## src/rtl/clk_run_ctrl_pkg.sv

```systemverilog
// clk_run_pkg: state encoding and default sizing shared by the run-control block.
package clk_run_pkg;
    localparam int CNT_W       = 28;
    localparam int CYC_W       = 32;
    localparam int DEFAULT_DIV = 100000000;
    typedef enum logic [1:0] {ST_HALT = 2'd0, ST_RUN = 2'd1, ST_STEP = 2'd2} state_t;
endpackage

```

## src/rtl/clk_run_ctrl_div_counter.sv

```systemverilog
// clk_div_counter: divide counter with a pending divisor that only takes effect on a
// period boundary (or immediately while idle), so a running period is never truncated.
module clk_div_counter #(
    parameter int CNT_W       = clk_run_pkg::CNT_W,
    parameter int DEFAULT_DIV = clk_run_pkg::DEFAULT_DIV
) (
    input  logic             i_clk,
    input  logic             i_rst,
    input  logic             i_en,
    input  logic             i_clr,
    input  logic             i_idle,
    input  logic             i_load,
    input  logic [CNT_W-1:0] i_div,
    output logic             o_tc
);
    logic [CNT_W-1:0] r_cnt, r_val, r_pend;
    logic             r_pend_vld, w_apply;
    always_comb begin
        o_tc    = i_en && (r_cnt >= r_val);
        w_apply = r_pend_vld && (o_tc || i_idle);
    end
    always_ff @(posedge i_clk) begin
        if (i_rst) begin
            r_cnt      <= '0;
            r_val      <= CNT_W'(DEFAULT_DIV);
            r_pend     <= '0;
            r_pend_vld <= 1'b0;
        end else begin
            r_cnt <= (i_clr || o_tc) ? '0 : (i_en ? r_cnt + 1'b1 : r_cnt);
            if (w_apply)
                r_val <= r_pend;
            // a load coinciding with an apply keeps the flag set so the new value waits
            if (i_load) begin
                r_pend     <= i_div;
                r_pend_vld <= 1'b1;
            end else if (w_apply) begin
                r_pend_vld <= 1'b0;
            end
        end
    end
endmodule

```

## src/rtl/clk_run_ctrl.sv

```systemverilog
// clk_run_ctrl: HALT/RUN/STEP tick scheduler producing a datapath clock enable,
// a divided square wave and a retired-tick counter.
module clk_run_ctrl #(
    parameter int CNT_W       = clk_run_pkg::CNT_W,
    parameter int DEFAULT_DIV = clk_run_pkg::DEFAULT_DIV,
    parameter int CYC_W       = clk_run_pkg::CYC_W
) (
    input  logic             Clk_in,
    input  logic             Reset,
    input  logic             Run,
    input  logic             Step,
    input  logic             Div_load,
    input  logic [CNT_W-1:0] Div_in,
    output logic             Tick,
    output logic             Clk_out,
    output logic             Step_done,
    output logic [1:0]       State,
    output logic [CYC_W-1:0] Cycle_cnt
);
    import clk_run_pkg::*;
    state_t           r_state;
    logic             w_en, w_tc, r_tick, r_clk_out, r_step_done;
    logic [CYC_W-1:0] r_cyc;
    // dropping Run in RUN stops counting this edge, so a coincident terminal count is suppressed
    always_comb begin
        w_en      = (r_state == ST_RUN && Run) || r_state == ST_STEP;
        Tick      = r_tick;
        Clk_out   = r_clk_out;
        Step_done = r_step_done;
        State     = r_state;
        Cycle_cnt = r_cyc;
    end
    clk_div_counter #(.CNT_W(CNT_W), .DEFAULT_DIV(DEFAULT_DIV)) u_div (
        .i_clk (Clk_in),
        .i_rst (Reset),
        .i_en  (w_en),
        .i_clr (!w_en),
        .i_idle(r_state == ST_HALT),
        .i_load(Div_load),
        .i_div (Div_in),
        .o_tc  (w_tc)
    );
    always_ff @(posedge Clk_in) begin
        if (Reset) begin
            r_state     <= ST_HALT;
            r_tick      <= 1'b0;
            r_clk_out   <= 1'b0;
            r_step_done <= 1'b0;
            r_cyc       <= '0;
        end else begin
            r_tick      <= w_tc;
            r_step_done <= w_tc && r_state == ST_STEP && !Run;
            if (w_tc) begin
                r_clk_out <= !r_clk_out;
                r_cyc     <= r_cyc + 1'b1;
            end
            case (r_state)
                ST_HALT: r_state <= Run ? ST_RUN : (Step ? ST_STEP : ST_HALT);
                ST_RUN:  r_state <= Run ? ST_RUN : ST_HALT;
                ST_STEP: r_state <= Run ? ST_RUN : (w_tc ? ST_HALT : ST_STEP);
                default: r_state <= ST_HALT;
            endcase
        end
    end
endmodule

```

## config.mk

```make
export PLATFORM = sky130hd
export DESIGN_NAME = clk_run_ctrl
export DESIGN_NICKNAME = d
export VERILOG_FILES = /design/src/rtl/clk_run_ctrl_pkg.sv /design/src/rtl/clk_run_ctrl_div_counter.sv /design/src/rtl/clk_run_ctrl.sv
export SDC_FILE = /design/constraint.sdc
export NUM_CORES = 1
export LEC_CHECK = 0
export CAP_MARGIN = 0
export CORE_MARGIN = 8
export CORE_UTILIZATION = 55
export CTS_CLUSTER_SIZE = 8
export DETAILED_ROUTE_END_ITERATION = 8
export GPL_TIMING_DRIVEN = 0
export PLACE_DENSITY = 0.76
export SLEW_MARGIN = 15
export SYNTH_ARGS = -nofsm -noshare
export SYNTH_HDL_FRONTEND = slang
export SYNTH_SLANG_ARGS = --single-unit
```

## constraint.sdc

```tcl
create_clock -name Clk_in -period 5.18 [get_ports Clk_in]
set_input_delay 0.777 -clock Clk_in [delete_from_list [all_inputs] [get_ports Clk_in]]
set_output_delay 0.777 -clock Clk_in [all_outputs]
set_load 0.01 [all_outputs]
```

# Word-level counts from Yosys, hierarchy flattened
# Index checks and enable logic that the tools add are counted.
# totals
elab_cells	36
register_bits	122
out_inout_bits	37
# op_classes
reduce_logical	14
eq_ne	2
n_mux	8
magnitude_cmp	1
add_sub_neg	2
# op_table
op	n
adder 32 x 1 -> 32 bit (second input constant)	1
adder 28 x 1 -> 28 bit (second input constant)	1
>= comparator 28 bit	1
two-way mux 2 bit	4
one-hot mux 2 bit (3 select lines)	1
logical AND 1 bit	5
logical NOT 1 bit	3
logical OR 1 bit	3
two-way mux 1 bit	3
equality test 2 x 1 -> 1 bit (second input constant)	1
equality test 2 bit (second input constant)	1
logical NOT 2 bit	1
nonzero test 2 bit	1
OR reduction 2 bit	1

# Longest topological paths before layout
# logic_depth
ltp_word	8
ltp_mapped	11
ltp_nobuf	8

# Hierarchy
# A second synthesis with hierarchy kept.
# unflattened
cells_unflattened	654
area_unflattened_um2	5972.0
# by_module_without_submodules
module	cells_per_inst	instances	seq_area_each_um2	area_each_um2
clk_div_counter	464	1	1701.6	4256.6
clk_run_ctrl	190	1	740.7	1715.4

# Worst setup path before layout
# OpenSTA, ideal clock, no wires.
# synth_path
kind	register -> register
start	register u_div.r_val[2]
end	register r_cyc[14], in the netlist Cycle_cnt[14]
required_ns	5.059
path_stages_with_launch	11
t_arrival_ns	2.231
slack_ns	2.828
cell_sequence	dfxtp_1 -> inv_1 -> ha_1 -> a21o_1 -> a21oi_1 -> a2111oi_2 -> o21ai_1 -> buf_2 -> buf_2 -> a211oi_1 -> mux2_2
# synth_via
elab_chain_len	2
# synth_rtl
item	line	source
from (decl)	clk_run_ctrl_div_counter.sv:16	logic [CNT_W-1:0] r_cnt, r_val, r_pend;
from (signal assigned)	clk_run_ctrl_div_counter.sv:25	r_val <= CNT_W'(DEFAULT_DIV);
from (signal assigned)	clk_run_ctrl_div_counter.sv:31	r_val <= r_pend;
>= comparator 28 bit	clk_run_ctrl_div_counter.sv:19	o_tc = i_en && (r_cnt >= r_val);
logical AND 1 bit	clk_run_ctrl_div_counter.sv:19	
to (signal assigned)	clk_run_ctrl.sv:55	r_cyc <= r_cyc + 1'b1;
to (decl)	clk_run_ctrl.sv:23	logic [CYC_W-1:0] r_cyc;
# Every way passes these cells.
# A chain may end at the register's enable or synchronous reset.

# Worst setup path in the final report
# layout_path
start	register u_div.r_val[21]
end	register r_cyc[21], in the netlist Cycle_cnt[21]
# The elaborated chain is that of the path after synthesis.

==> results.yml <==
timing:
  worst_pin_slew_ns: 0.812
  finalHoldViolCount: 0
  clock_skew_ns: 0.0133
  period_share: 0.565
  rsz0062_at_grt: "no"
  timing.final.crit_period_ns: 2.93
  setup-violations-final: 0
  final.setup.tns_ns: 0
  slew-limit-headroom: 0.459
  max_fclk_mhz: 342
  timing.final.max_slew_violations: 0
outcome:
  outcome: "completed"
floorplan:
  core_area_sq_um: 11400
  die_width_um: 123
  fp-row-count: 39
  dieHeight_um: 123
  floorplan.io_pins: 70
  floorplan_die_area_sq_um: 15200
  floorplan.initialDensity: 0.559
global_route:
  grt_max_degree: 17
  grt_remaining_overflow: 0
  grtUsageTotal: 0.216
  via_count_of_the_first_global_routing_pass: 5365
  grt_antenna_before_repair: 0
  grt_pass1_wl_um: 25600
synthesis:
  ys_seq_elements: 122
  synth_edf_count: 0
  yosysWarnings: 0
  synth_fp_nets: 772
  post_synth.cell_area_avg_sq_um: 8.96
  ys_async_sr_fraction: 0
  synthesis.instances: 709
  sequential_share_of_the_synthesized_area: 0.385
  synth.distinct_cells: 48
  netlist.top_cell.by_area: "dfxtp_1"
  ys_dominant_reg_cell: "dfxtp_1"
  yosys-top-cells-count: "dfxtp_1, nor2_1, mux2i_1"
  mappedNetlistArea_sq_um: 6350
  synth.top_cell.area_share: 0.385
  synthTopCellsByArea: "dfxtp_1, mux2i_1, nor2_1, ha_1, mux2_2"
power:
  power-per-cell-area_nw_per_um2: 313
  power.ir.vdd_worst_mv: 0.240
  reported_leakage_power_nw: 3.08
  finalPower_mw: 2.46
clock_network:
  cts_hold_repair.buffers: 0
  clk_path_buf_depth: 2
  post-cts-setup-buffers: 0
  cts_tree: "done"
  cts_sinks: 122
  worst_skew_pair.late_latency_ns: 0.43
  cts_buffers: 17
  clkSlewWorstSetupHoldPaths_ns: 0.05
  clock_tree.htree_level_count: 4
  cts_resized: 0
  cts.root.buffer_cell: "clkbuf_16"
drt:
  drcViolationCount: 0
  detail_route.vias_per_cell: 5.55
  detailedRoute.firstIterationViolations: 288
  ant_nets: 0
  routed-via-count: 5273
  detailedRoute.firstPassIterationCount: 5
  drt-total-wl_um: 15800
  drt-wirelength-per-cell_um: 16.6
setup_path:
  critPathMaxFanout: 10
  crit_required_ns: 5.49
  critPathArrivalTime_ns: 3.23
  category_of_the_critical_setup_timing_path: "flip-flop to flip-flop"
  kind_of_end_point_of_the_critical_path: "flip-flop"
  cp-start-kind: "flip-flop"
place:
  place_hpwl_um: 11700
  placement.cell_area_sq_um: 7200
  numPortBuffers: 67
  place.gp.congestion: 0.831
final_layout:
  area_growth_pct: 23.7
  fillers: 891
  finish.utilization: 0.691
  drive_above_1_share: 0.113
  num_antenna_cells: 0
  postLayoutCellArea_sq_um: 7860
  layout.nets: 858
hold_path:
  worstHoldPathType: "flip-flop to flip-flop"
flow_run:
  cap_viol_max_count: 0
cell families (layout without fill, tap and decap cells):
| logic type | count (synthesis) | in the layout | share of synthesized area |
|---|---|---|---|
| adders and majority gates | 30 | 30 | 0.0591 |
| buffers and inverters | 85 | 183 | 0.0585 |
| xor gates and xnor gates | 26 | 26 | 0.0359 |
| muxes | 86 | 86 | 0.141 |
| and+or+nand+nor | 288 | 288 | 0.230 |
| DFF | 122 | 122 | 0.385 |
| AOI/OAI and AO/OA | 72 | 72 | 0.0904 |
stage by stage:
stage / worst slack (ns) / hold slack (ns) / std cells
floorplan: 2.83 / 0.441 / 709
global placement: 2.12 / 0.465 / 919
detailed placement: 2.09 / 0.466 / 919
CTS: 2.35 / 0.476 / 950
global route: 2.22 / 0.493 / 950
finish: 2.25 / 0.475 / 950
layout by cell type (no fill, tap or decap), types with 6 or more instances in the layout:
| cell type | instances |
|---|---|
| inv_1 | 42 |
| nand2b_1 | 35 |
| dfxtp_1 | 122 |
| nor2_1 | 122 |
| nand2_1 | 22 |
| bufinv_16 | 6 |
| ha_1 | 30 |
| buf_4 | 7 |
| clkbuf_1 | 26 |
| xnor2_1 | 16 |
| mux2i_1 | 56 |
| a211oi_1 | 28 |
| nor2b_1 | 30 |
| and4_1 | 9 |
| a21oi_1 | 15 |
| mux2_2 | 29 |
| and3_1 | 11 |
| clkbuf_16 | 17 |
| a2111oi_2 | 7 |
| buf_2 | 9 |
| nand3_1 | 29 |
| nand4_1 | 14 |
| clkdlybuf4s50_1 | 67 |
| xor2_1 | 10 |
area by class of cell:
type                       instances  area (sq um)  area share
multi-input combinational        502          3540       0.450
sequential                       122          2440       0.311
tap                              143           179      0.0228
timing repair buffer              67           671      0.0854
clock buffer                      20           437      0.0556
buffer                            43           214      0.0272
inverter                          42           158      0.0201
clock inverter                    11           220      0.0280
routing by layer:
layer / share of wire / up-vias / global-route usage
li1: - / 2588 / -
met1: 0.41 / 2529 / 0.231
met2: 0.52 / 131 / 0.396
met3: 0.049 / 25 / 0.0429
met4: 0.019 / 0 / 0.109
met5: 0 / - / 0
report_power, final:
group	leakage, nW	total [mW]	switching, mW	internal, mW
registers	0.991	0.979	0.0150	0.964
logic	1.78	0.151	0.0821	0.0692
clock network	0.307	1.33	0.433	0.900
critical path, stage by stage (launching register included):
cell      delay [ns]
dfxtp_1         0.37
inv_1           0.06
ha_1            0.29
nand4_1         0.19
nor4_1          0.53
o21ai_1         0.16
buf_2           0.25
buf_2           0.22
a211oi_1        0.36
mux2_2          0.38
registers in the layout, summed over array words and instances (netlist names):
name              flops
Clk_out               1
Cycle_cnt            32
State                 2
Step_done             1
Tick                  1
u_div.r_cnt          28
u_div.r_pend         28
u_div.r_pend_vld      1
u_div.r_val          28
worst paths after layout:
check	startpoint	end	slack, ns	cells past startpoint
setup / recovery	u_div.r_val[21]	Cycle_cnt[21]	2.25	9
hold / removal	u_div.r_pend[27]	u_div.r_val[27]	0.47	2
setup reg to reg	u_div.r_val[21]	Cycle_cnt[21]	2.25	9
hold reg to reg	u_div.r_pend[27]	u_div.r_val[27]	0.47	2
Note: power is estimated with default switching activity, not from simulation.
==> patch 1: new RTL, same settings <==
Add an input register stage for `Run`, `Step`, `Div_load` and `Div_in`, cleared by the reset; this delays them by one clock.
--- a/src/rtl/clk_run_ctrl.sv
+++ b/src/rtl/clk_run_ctrl.sv
@@ -20,2 +20,22 @@
     import clk_run_pkg::*;
+
+    logic Run_q;
+    logic Step_q;
+    logic Div_load_q;
+    logic [CNT_W-1:0] Div_q;
+
+    always_ff @(posedge Clk_in) begin
+        if (Reset) begin
+            Run_q      <= '0;
+            Step_q     <= '0;
+            Div_load_q <= '0;
+            Div_q      <= '0;
+        end else begin
+            Run_q      <= Run;
+            Step_q     <= Step;
+            Div_load_q <= Div_load;
+            Div_q      <= Div_in;
+        end
+    end
+
     state_t           r_state;
@@ -25,3 +45,3 @@
     always_comb begin
-        w_en      = (r_state == ST_RUN && Run) || r_state == ST_STEP;
+        w_en      = (r_state == ST_RUN && Run_q) || r_state == ST_STEP;
         Tick      = r_tick;
@@ -38,4 +58,4 @@
         .i_idle(r_state == ST_HALT),
-        .i_load(Div_load),
-        .i_div (Div_in),
+        .i_load(Div_load_q),
+        .i_div (Div_q),
         .o_tc  (w_tc)
@@ -51,3 +71,3 @@
             r_tick      <= w_tc;
-            r_step_done <= w_tc && r_state == ST_STEP && !Run;
+            r_step_done <= w_tc && r_state == ST_STEP && !Run_q;
             if (w_tc) begin
@@ -57,5 +77,5 @@
             case (r_state)
-                ST_HALT: r_state <= Run ? ST_RUN : (Step ? ST_STEP : ST_HALT);
-                ST_RUN:  r_state <= Run ? ST_RUN : ST_HALT;
-                ST_STEP: r_state <= Run ? ST_RUN : (w_tc ? ST_HALT : ST_STEP);
+                ST_HALT: r_state <= Run_q ? ST_RUN : (Step_q ? ST_STEP : ST_HALT);
+                ST_RUN:  r_state <= Run_q ? ST_RUN : ST_HALT;
+                ST_STEP: r_state <= Run_q ? ST_RUN : (w_tc ? ST_HALT : ST_STEP);
                 default: r_state <= ST_HALT;
Check against the original RTL: not equivalent (Yosys sat finds a counterexample within 4 cycles, from zero or initial values and one cycle with Reset high).
==> patch 1 against the unedited design <==
Die area rose by 11%; setup slack gained 38 ps; critical endpoint is now Cycle_cnt[2]; cell area increased by 10%; wire length increased by 3.8%; sequential cell count increased by 31; synthesized area grew 13%; power rose by 3.8%; clock skew barely moved; synthesized cell count increased by 8.5%.
==> patch 1: results <==
metrics = {
    "route": {
        "wl_met2_um": 7570,
        "drt_iter0_markers": 527,
        "drtPass1Iterations": 7,
        "vias": 5644,
        "routed_wl_um": 16400,
        "wl_met3_um": 796,
        "wirelength_met1_um": 7790,
    },
    "final_layout": {
        "layout.cells.non_filler": 1040,
        "fill_cells": 1024,
        "multi_input_area_share_pct": 43.7,
        "inverters_excl_clock": 33,
        "design.seq.count": 153,
        "seq_area_sq_um": 3060,
        "final_cell_area_sq_um": 8640,
        "n_clock_buffer": 18,
        "clkCellAreaFrac_pct": 6.60,
        "layout.nets": 919,
    },
    "timing": {
        "tightest_slew_ps": 792,
        "finClkSkew_ps": 13.1,
    },
    "synth": {
        "syn_nets": 832,
        "synthCells": 769,
        "yosys-top-cells-area": "dfxtp_1 (43%), mux2i_1 (7.9%), nor2_1 (6.4%)",
        "yosys-top-cells-count": "dfxtp_1 (153), nor2_1 (123), nor2b_1 (66), mux2i_1 (57), nand2b_1 (35)",
        "synthDistinctLibCells": 49,
    },
    "setup_path": {
        "slowest_stage": "nor4_4",
        "reg2reg_from": "u_div.r_val[22]",
        "arrival_ps": 3200,
        "slowest_delay_ps": 470,
        "rrSetupSlack_ps": 2290,
        "reg2reg_depth": 10,
        "timing.rr.end": "Cycle_cnt[2]",
    },
    "clocking": {
        "clkLatencyLatePin_ps": 420,
    },
    "power": {
        "p_leak_nw": 3.27,
        "ir_drop_mv": 0.242,
    },
    "status": {
        "status": "complete, no violations",
    },
    "die": {
        "die_w_um": 130,
    },
    "placement": {
        "place_area_sq_um": 8070,
        "place.gp.congestion": 0.889,
        "dp_hpwl_um": 12300,
        "port_buffers": 68,
        "dp_slack_ps": 2350,
    },
    "global_routing": {
        "grt_pass1_vias": 5725,
        "grt.total_usage_pct": 20.1,
        "grt_pass1_wl_um": 27200,
    },
    "hold_path": {
        "min_to": "State[0]",
        "min_from": "Run_q",
    },
}
## patch 1: cell types whose count changed in the layout (fill, tap and decap cells not counted), sizes merged, moves of 7 or more
cell    unedited run  this run
nand4             15        25
nor2b             30        66
a211oi            29        12
dfxtp            122       153
a21oi             15        26
xnor2             16         8
xor2              10        18
nand2             22        29
## patch 1: worst max-delay path: cells and delay by family (launching register included)
family | cells | cell delay [ps]
simple gates | 2 | 680
mux | 1 | 370
buf+inv | 3 | 460
fa+ha+maj | 1 | 310
flops | 1 | 330
compound gates | 3 | 640
## patch 1: metal layers
layer / vias to the layer above / GRT usage [%]
li1: 2778 / -
met1: 2689 / 26.0
met2: 153 / 32.3
met3: 24 / 4.24
met4: 0 / 7.79
met5: - / 0
## patch 1: worst max path at each step
stage | startpoint | endpoint | slack (ps) | cells after the start
2_1_floorplan | u_div.r_val[26] | Cycle_cnt[28] | 2750 | 10
3_3_place_gp | u_div.r_val[22] | Cycle_cnt[2] | 2410 | 10
3_5_place_dp | u_div.r_val[22] | Cycle_cnt[2] | 2350 | 10
4_1_cts | u_div.r_cnt[10] | u_div.r_cnt[23] | 2330 | 9
5_1_grt | u_div.r_cnt[10] | u_div.r_cnt[23] | 2150 | 9
6_report | u_div.r_val[22] | Cycle_cnt[2] | 2290 | 10
## patch 1: report_power, final
group          switching, W  internal, W
clock network      0.000515     0.000683
logic             0.0000732    0.0000665
registers         0.0000144      0.00120
total              0.000602      0.00195
## patch 1: logic make-up (layout without fill, tap and decap cells)
family	Yosys count	after routing	synth area share (%)
muxes	89	89	13.0
and+or+nand+nor	338	338	24.7
DFF	153	153	42.7
adders and majority gates	30	30	5.23
xor gates and xnor gates	26	26	3.17
AOI/OAI and AO/OA	58	58	6.54
buffers and inverters	75	174	4.72
==> patch 2: new RTL, config.mk and constraints unchanged <==
Made on the original files. Change the package constant `CNT_W` from 28 to 42.
--- a/src/rtl/clk_run_ctrl_pkg.sv
+++ b/src/rtl/clk_run_ctrl_pkg.sv
@@ -2,3 +2,3 @@
 package clk_run_pkg;
-    localparam int CNT_W       = 28;
+    localparam int CNT_W       = 42;
     localparam int CYC_W       = 32;
Ports: changed (resized Div_in); port bits go from 70 to 84. The function was not compared with the original's and may differ.
==> patch 2 against the unedited design <==
Sequential cell count rose by 42; global-route usage fell by 0.60 points; cell area rose by 23%; synthesized area rose by 28%; setup slack got worse by 120 ps; wire length rose by 18%; power rose by 11%; highest routed layer unchanged; final cell count rose by 27%; sequential share of layout area rose by 2.8 points.
==> patch 2: results <==
metrics = {
    "status": {
        "status": "complete, no violations",
    },
    "power": {
        "pg_seq_w": 0.00132,
        "p_leak_nw": 3.67,
        "internal_power_w": 0.00214,
        "ir_drop_mv": 0.314,
        "combPwrFrac_pct": 7.3,
        "seqPwrFrac_pct": 47.9,
    },
    "final_layout": {
        "layout-drive-gt1-share_pct": 5.95,
        "multi_input_area_sq_um": 4410,
        "fill_cells": 1218,
        "layout.nets": 1109,
        "layout.cells.non_filler": 1210,
    },
    "synth": {
        "async_reset_ff_share_pct": 0,
        "syn_nets": 1009,
        "synth-seq-area-share_pct": 40.5,
        "synthDistinctLibCells": 63,
        "yosys-top-cells-count": "dfxtp_1 (164), nor2_1 (148), mux2i_1 (85), nand2b_1 (63), inv_1 (57)",
        "synthCells": 918,
        "yosysWarnings": 0,
        "yosys-top-cells-area": "dfxtp_1 (41%), mux2i_1 (11%), nor2_1 (6.9%)",
    },
    "global_routing": {
        "top_usage_layer": "met2",
        "gr-usage-met3_pct": 4.27,
        "grt_pass1_wl_um": 31700,
        "use_met1_pct": 26.6,
        "grt.total_usage_pct": 21.0,
        "use_met2_pct": 34.7,
        "grt_max_degree": 17,
        "antenna_found_initial": 0,
    },
    "clocking": {
        "clkLatencyLatePin_ps": 420,
        "cts_max_path_buffers": 2,
        "post_cts_buffers": 0,
        "ctsResizeCount": 0,
        "numCtsBuffers": 17,
        "cts.reportedPaths.clkPinSlew_ps": 60,
        "clock-root-buffer": "clkbuf_16",
    },
    "route": {
        "wirelength_met1_um": 8860,
        "top_layer": "met4",
        "drt_iter0_markers": 335,
        "vias": 6565,
        "routed_wl_um": 18700,
        "drtPass1Iterations": 5,
        "wl_met3_um": 697,
        "wl_met2_um": 8800,
    },
    "placement": {
        "dp_slack_ps": 1950,
        "dp_hpwl_um": 13800,
        "port_buffers": 81,
        "place_area_sq_um": 9140,
        "place.gp.congestion": 0.874,
    },
    "setup_path": {
        "arrival_ps": 3390,
        "slowest_stage": "nor4_2",
        "slowest_delay_ps": 480,
        "cp_top_family": "compound AO/OA/AOI/OAI gates",
        "crit_path_max_fanout": 10,
    },
    "timing": {
        "finClkSkew_ps": 5.94,
        "tightest_slew_ps": 833,
        "drv_slew": 0,
    },
}
## patch 2: cell families after synthesis
kind of cell | synth area share (%)
buffers and inverters | 4.99
multiplexers | 12.0
adder cells (fa/ha/maj) | 6.80
XOR/XNOR | 4.43
AND/OR/NAND/NOR | 24.7
AO/OA/AOI/OAI | 6.49
flip-flops | 40.5
## patch 2: final timing paths
kind	slack [ps]	depth (start not counted)	startpoint	end
min	470	2	u_div.r_pend[4]	u_div.r_val[4]
min reg2reg	470	2	u_div.r_pend[4]	u_div.r_val[4]
max reg2reg	2140	9	u_div.r_val[37]	u_div.r_val[7]
max	2140	9	u_div.r_val[37]	u_div.r_val[7]
## patch 2: layout make-up
class                           count  area share (%)
Tap cell                          184            2.37
Clock buffer                       22            4.99
Multi-Input combinational cell    654            45.5
Clock inverter                      5           0.800
Buffer                             43            1.96
Timing Repair Buffer               81            8.36
Inverter                           57            2.21
Sequential cell                   164            33.8
